## src/rtl/operand_fetch.sv

```systemverilog
// Register-read stage: captures two source operands (with writeback bypass)
// into a single-entry output register and keeps them coherent while stalled.
module operand_fetch #(
    parameter int XLEN   = 32,
    parameter int REG_AW = 5
) (
    input  logic              clk,
    input  logic              rst,
    input  logic              flush,
    input  logic              in_valid,
    output logic              in_ready,
    input  logic [XLEN-1:0]   in_instr,
    input  logic [XLEN-1:0]   in_pc,
    output logic [REG_AW-1:0] rf_addr_rs0,
    output logic [REG_AW-1:0] rf_addr_rs1,
    input  logic [XLEN-1:0]   rf_data_rs0,
    input  logic [XLEN-1:0]   rf_data_rs1,
    input  logic              wb_we,
    input  logic [REG_AW-1:0] wb_addr_rd2,
    input  logic [XLEN-1:0]   wb_data_rd2,
    output logic              out_valid,
    input  logic              out_ready,
    output logic [XLEN-1:0]   out_instr,
    output logic [XLEN-1:0]   out_pc,
    output logic [XLEN-1:0]   out_rs0_val,
    output logic [XLEN-1:0]   out_rs1_val,
    output logic [REG_AW-1:0] out_rd
);

    typedef enum logic {
        EMPTY = 1'b0,
        FULL  = 1'b1
    } state_t;

    state_t state;
    state_t next_state;

    logic              accept;
    logic              consume;
    logic              hold_update;
    logic [REG_AW-1:0] held_rs0;
    logic [REG_AW-1:0] held_rs1;
    logic              wb_hit_rs0;
    logic              wb_hit_rs1;

    assign rf_addr_rs0 = in_instr[15 +: REG_AW];
    assign rf_addr_rs1 = in_instr[20 +: REG_AW];

    assign held_rs0 = out_instr[15 +: REG_AW];
    assign held_rs1 = out_instr[20 +: REG_AW];

    assign out_valid = (state == FULL);

    // x0 always reads zero; a same-edge write to the source wins over the stale read
    function automatic logic [XLEN-1:0] pick_operand(
        input logic [REG_AW-1:0] addr,
        input logic [XLEN-1:0]   rf_val
    );
        if (addr == '0)
            return '0;
        else if (wb_we && (wb_addr_rd2 == addr))
            return wb_data_rd2;
        else
            return rf_val;
    endfunction

    always_ff @(posedge clk or negedge rst) begin
        if (!rst)
            state <= EMPTY;
        else
            state <= next_state;
    end

    always_comb begin
        next_state = state;
        in_ready   = 1'b1;
        accept     = 1'b0;
        consume    = 1'b0;
        case (state)
            EMPTY: in_ready = 1'b1;
            FULL:  in_ready = out_ready;
            default: in_ready = 1'b1;
        endcase
        accept  = in_valid && in_ready && !flush;
        consume = out_valid && out_ready;
        if (flush)
            next_state = EMPTY;
        else if (accept)
            next_state = FULL;
        else if (consume)
            next_state = EMPTY;
    end

    // A stalled entry tracks writebacks; a consumed or flushed entry is frozen
    assign hold_update = (state == FULL) && !consume && !flush;
    assign wb_hit_rs0  = hold_update && wb_we && (wb_addr_rd2 != '0) && (wb_addr_rd2 == held_rs0);
    assign wb_hit_rs1  = hold_update && wb_we && (wb_addr_rd2 != '0) && (wb_addr_rd2 == held_rs1);

    always_ff @(posedge clk or negedge rst) begin
        if (!rst) begin
            out_instr   <= '0;
            out_pc      <= '0;
            out_rs0_val <= '0;
            out_rs1_val <= '0;
            out_rd      <= '0;
        end else if (accept) begin
            out_instr   <= in_instr;
            out_pc      <= in_pc;
            out_rs0_val <= pick_operand(rf_addr_rs0, rf_data_rs0);
            out_rs1_val <= pick_operand(rf_addr_rs1, rf_data_rs1);
            out_rd      <= in_instr[7 +: REG_AW];
        end else begin
            if (wb_hit_rs0)
                out_rs0_val <= wb_data_rd2;
            if (wb_hit_rs1)
                out_rs1_val <= wb_data_rd2;
        end
    end

endmodule

```

## config.mk

```make
export PLATFORM = sky130hd
export DESIGN_NAME = operand_fetch
export DESIGN_NICKNAME = d
export VERILOG_FILES = /design/src/rtl/operand_fetch.sv
export SDC_FILE = /design/constraint.sdc
export NUM_CORES = 1
export LEC_CHECK = 0
export CAP_MARGIN = 20
export CORE_MARGIN = 5
export CORE_UTILIZATION = 30
export DETAILED_ROUTE_END_ITERATION = 6
export HOLD_SLACK_MARGIN = 0.15
export PLACE_DENSITY_LB_ADDON = 0.3
export SYNTH_ARGS = -nofsm -noshare
export SYNTH_HDL_FRONTEND = slang
export SYNTH_SLANG_ARGS = --single-unit
```

## constraint.sdc

```tcl
create_clock -name clk -period 3.8 [get_ports clk]
set_input_delay 1.14 -clock clk [delete_from_list [all_inputs] [get_ports clk]]
set_output_delay 1.14 -clock clk [all_outputs]
set_load 0.05 [all_outputs]
```

==> results.txt <==
The flow ran to the end, and the final reports show no timing, DRC or antenna violations. Routability-driven placement finished with a final weighted congestion of 0.783. Synthesis produced a netlist with a net count of 824.

In the finished design, the share of the clock period the worst path needs comes to 85.4%. The count of nets left with antenna violations once routing finished came out at 0. Startpoint of the worst register-to-register path: out_valid. For this run, the total global-route usage over all layers was measured as 17.8%. The worst hold-check path type was register to register.

Of all nets on the critical path, the largest fanout is 18. Number of antenna diodes: 0. The detailed-routing iteration count for the pre-antenna-repair pass came out at 4.

Sorting the synthesized cells by area gives the leading types as sky130_fd_sc_hd__dfrtp_1 (52%), sky130_fd_sc_hd__nand2_1 (14%), sky130_fd_sc_hd__a21oi_2 (5.7%). Max-cap violations in this run came to 0. The worst hold slack after final layout is 469 ps, and the power density normalized to cell area is 538 nW/um^2. The die is 154 microns tall. The critical path contains buffers and inverters numbering 2 combined. The analysis attributes to cell leakage a power of 4.37 nW. The number of antenna violations at the first check in global routing is 0, and the overall die area is 23600 sq um.

Gates resized during post-CTS repair numbered 0. In this run the worst setup path begins at in_instr[20]. Clock tree synthesis selected as its root buffer the cell sky130_fd_sc_hd__clkbuf_16. The tools report the timing endpoint of the critical path as out_rs1_val[6]. Setup slack on the worst reg-to-reg path comes out at 1700 ps. In this run the count of I/O pins placed on the die edge is 316. The tools report the hold-fix buffer count after cts as 0. Top-area cell type share of the netlist area: 52.2%. Row generation in the floorplan step produced 52 rows. After layout, the minimum clock period comes to 3240 ps.

The wire length of the first global-routing pass was 33300 microns; the die outline width was 154 microns. The kind of cell with the highest combined delay along the critical path is compound AO/OA/AOI/OAI gates. STA classifies the critical path startpoint as a primary input.

The overall routed net length is 21300 microns, and the number of warnings printed during yosys synthesis is 0. The half-perimeter wire length of the detailed placement result was 15900 microns; the violation count after the first detailed-route iteration was 230. The clock tree synthesis step divided the H-tree into 4 levels. The total overflow left after global routing is 0. The largest individual stage delay along the critical path comes from the cell sky130_fd_sc_hd__o31ai_4. Clock sink count: 129.

The logs give 11.8 ps for the largest clock skew in the final design and 410 ps for the latest clock arrival within the worst-skew pair. TritonCTS built the clock tree. The actual transition at the worst max-transition pin was 1040 ps; the cell area reported after detailed placement was 9580 sq um. The tools report the tightest slew margin relative to the limit as 31.0%.

The via count normalized by instance count is 4.54. The worst register-to-register path has a depth of 7. The tools report the via count of the first global-routing pass as 5825. Setup repair after global routing left no endpoint under its margin.

No sink is reached through more buffers than the 2 on the longest clock path. For the maximum number of pins on one net before global-route repair, the log shows 69. Compared with the post-synthesis result, the final layout area differs by 65.1%. The worst register-to-register path ends at out_rs1_val[6]. The endpoint type of the worst setup path was a register.

Data required time at the worst endpoint: 4130 ps. Highest clock frequency the design can meet: 308 MHz. After routing the design area is 10200 sq um. For the final max-slew violation count, the log shows 0.

The synthesized design contains 129 register bits. The run gives 6180 sq um as the summed instance area of the synthesized netlist. The biggest area contributor in the post-synthesis netlist is sky130_fd_sc_hd__dfrtp_1. The synthesized instance count is 653. The worst setup path is of the primary input to register kind.

The signal on the critical path passes through clkdlybuf4s50_1, xnor2_1, nand4_1, o31ai_4, buf_12, a22oi_1, a21oi_1. After floorplanning, the core was sized to cover 20200 sq um. The routed length per placed instance is 17.2 microns, and the sequential element share of the synthesized area is 52.2%. The post-route setup TNS came out at 0 ps.

Proportion of layout cells with a drive suffix above 1: 16.7%. The tools report the count of buffers added by post-CTS timing repair for setup as 0. The clock transition time at the flip-flop clock pins of the worst setup and hold paths came out at 60 ps. For the number of failing hold endpoints at the final stage, the log shows 0. In this design, the stage delay of the slowest critical-path cell is 900 ps.

The design draws 0.00549 W. The number of buffers created by CTS is 17. The routed layout has 5618 vias. For this run, the post-layout net count is 1126. Buffers placed on the I/O ports in this run total 315.

The netlist uses 33 different library cells. The post-synthesis average cell area is 9.47 sq um. Initial core utilization: 30.6%. The critical path runs through a total of 7 cells. For the largest vdd supply drop, the log shows 292 uV. At the worst endpoint, the arrival time is 3570 ps.

Setup violations remaining at the end of the flow were counted as 0. For this run, design rule violations remaining after detail routing come to 0.
==> state kept, by name, indices dropped and copies added, names as in the netlist <==
name         count
out_instr       32
out_pc          32
out_rs1_val     32
out_rs0_val     32
out_valid        1
==> layout make-up <==
type | count | area, sq um
Tap cell | 270 | 338
Sequential cell | 129 | 3230
Multi-Input combinational cell | 462 | 2560
Inverter | 3 | 11.3
Clock inverter | 14 | 203
Timing Repair Buffer | 342 | 3440
Fill cell | 1869 | 10000
Clock buffer | 18 | 429
==> layout by cell type (no fill, tap or decap), drive strengths merged <==
| cell | count |
|---|---|
| a211oi | 1 |
| a21oi | 64 |
| a22oi | 32 |
| a31o | 1 |
| a41o | 2 |
| a41oi | 1 |
| and2 | 3 |
| buf | 39 |
| bufinv | 4 |
| clkbuf | 18 |
| clkdlybuf4s50 | 303 |
| clkinv | 2 |
| clkinvlp | 4 |
| dfrtp | 129 |
| inv | 7 |
| nand2 | 224 |
| nand3b | 1 |
| nand4 | 1 |
| nor2 | 67 |
| nor2b | 1 |
| nor3 | 1 |
| nor3b | 2 |
| nor4 | 5 |
| o211a | 1 |
| o21ai | 34 |
| o31ai | 1 |
| xnor2 | 8 |
| xor2 | 12 |
==> worst min path at each step <==
stage	startpoint	end	cells after the start
6_report	out_pc[29]	out_pc[29]	2
5_1_grt	out_pc[18]	out_pc[18]	2
4_1_cts	out_pc[29]	out_pc[29]	2
3_5_place_dp	out_pc[23]	out_pc[23]	2
3_3_place_gp	out_instr[29]	out_instr[29]	2
2_1_floorplan	out_instr[25]	out_instr[25]	2
==> worst register-to-register path, stage by stage, from the launching register on <==
cell and delay (ps):
sky130_fd_sc_hd__dfrtp_1 370, sky130_fd_sc_hd__nor2b_2 190, sky130_fd_sc_hd__nor3b_4 460, sky130_fd_sc_hd__buf_4 300, sky130_fd_sc_hd__a41o_2 150, sky130_fd_sc_hd__buf_4 330, sky130_fd_sc_hd__nor2_1 90, sky130_fd_sc_hd__a21oi_1 150
==> report_power, final <==
part | leakage, nW | switching [W] | total (W) | internal [W]
registers | 1.55 | 0.000121 | 0.00171 | 0.00159
clock network | 0.294 | 0.000669 | 0.00178 | 0.00111
logic | 2.52 | 0.00128 | 0.00200 | 0.000723
==> kinds of logic after synthesis <==
kind of cell           synth area share [%]
buffers and inverters                  6.82
XOR/XNOR                               2.83
AND/OR/NAND/NOR                        19.7
AO/OA/AOI/OAI                          18.5
flip-flops                             52.2
==> synthesized netlist by cell type <==
cell and count:
sky130_fd_sc_hd__nand2_1 224, sky130_fd_sc_hd__dfrtp_1 129, sky130_fd_sc_hd__nor2_1 67, sky130_fd_sc_hd__a21oi_2 40, sky130_fd_sc_hd__o21ai_2 30, sky130_fd_sc_hd__buf_4 28, sky130_fd_sc_hd__a21oi_1 24, sky130_fd_sc_hd__a22oi_1 22
sky130_fd_sc_hd__buf_2 13, sky130_fd_sc_hd__xor2_1 12, sky130_fd_sc_hd__a22oi_2 10, sky130_fd_sc_hd__buf_6 9, sky130_fd_sc_hd__clkbuf_1 9, sky130_fd_sc_hd__xnor2_1 8, sky130_fd_sc_hd__o21ai_0 4, sky130_fd_sc_hd__and2_1 3
sky130_fd_sc_hd__nor4_1 3, sky130_fd_sc_hd__inv_1 2, sky130_fd_sc_hd__nor3b_2 2, sky130_fd_sc_hd__a211oi_2 1, sky130_fd_sc_hd__a31o_4 1, sky130_fd_sc_hd__a41o_1 1, sky130_fd_sc_hd__a41o_2 1, sky130_fd_sc_hd__a41oi_2 1
sky130_fd_sc_hd__inv_2 1, sky130_fd_sc_hd__nand3b_1 1, sky130_fd_sc_hd__nand4_1 1, sky130_fd_sc_hd__nor2b_2 1, sky130_fd_sc_hd__nor3_1 1, sky130_fd_sc_hd__nor4_2 1, sky130_fd_sc_hd__nor4_4 1, sky130_fd_sc_hd__o211a_1 1
sky130_fd_sc_hd__o31ai_4 1
==> per-stage QoR <==
step	util [%]	worst slack (ps)	instances
2_1_floorplan	-	1220	653
3_3_place_gp	47.3	167	1206
3_5_place_dp	47.3	123	1206
4_1_cts	50.5	536	1238
5_1_grt	50.5	422	1238
6_report	50.5	556	1238
==> metal layers <==
layer	global-route usage (%)	vias up	part of all wire, %
met5	0	-	0
met4	4.96	0	1.8
met3	7.42	26	9.7
li1	-	2726	-
met2	28.9	239	47
met1	22.0	2627	41
(Power assumes the default switching activity.)
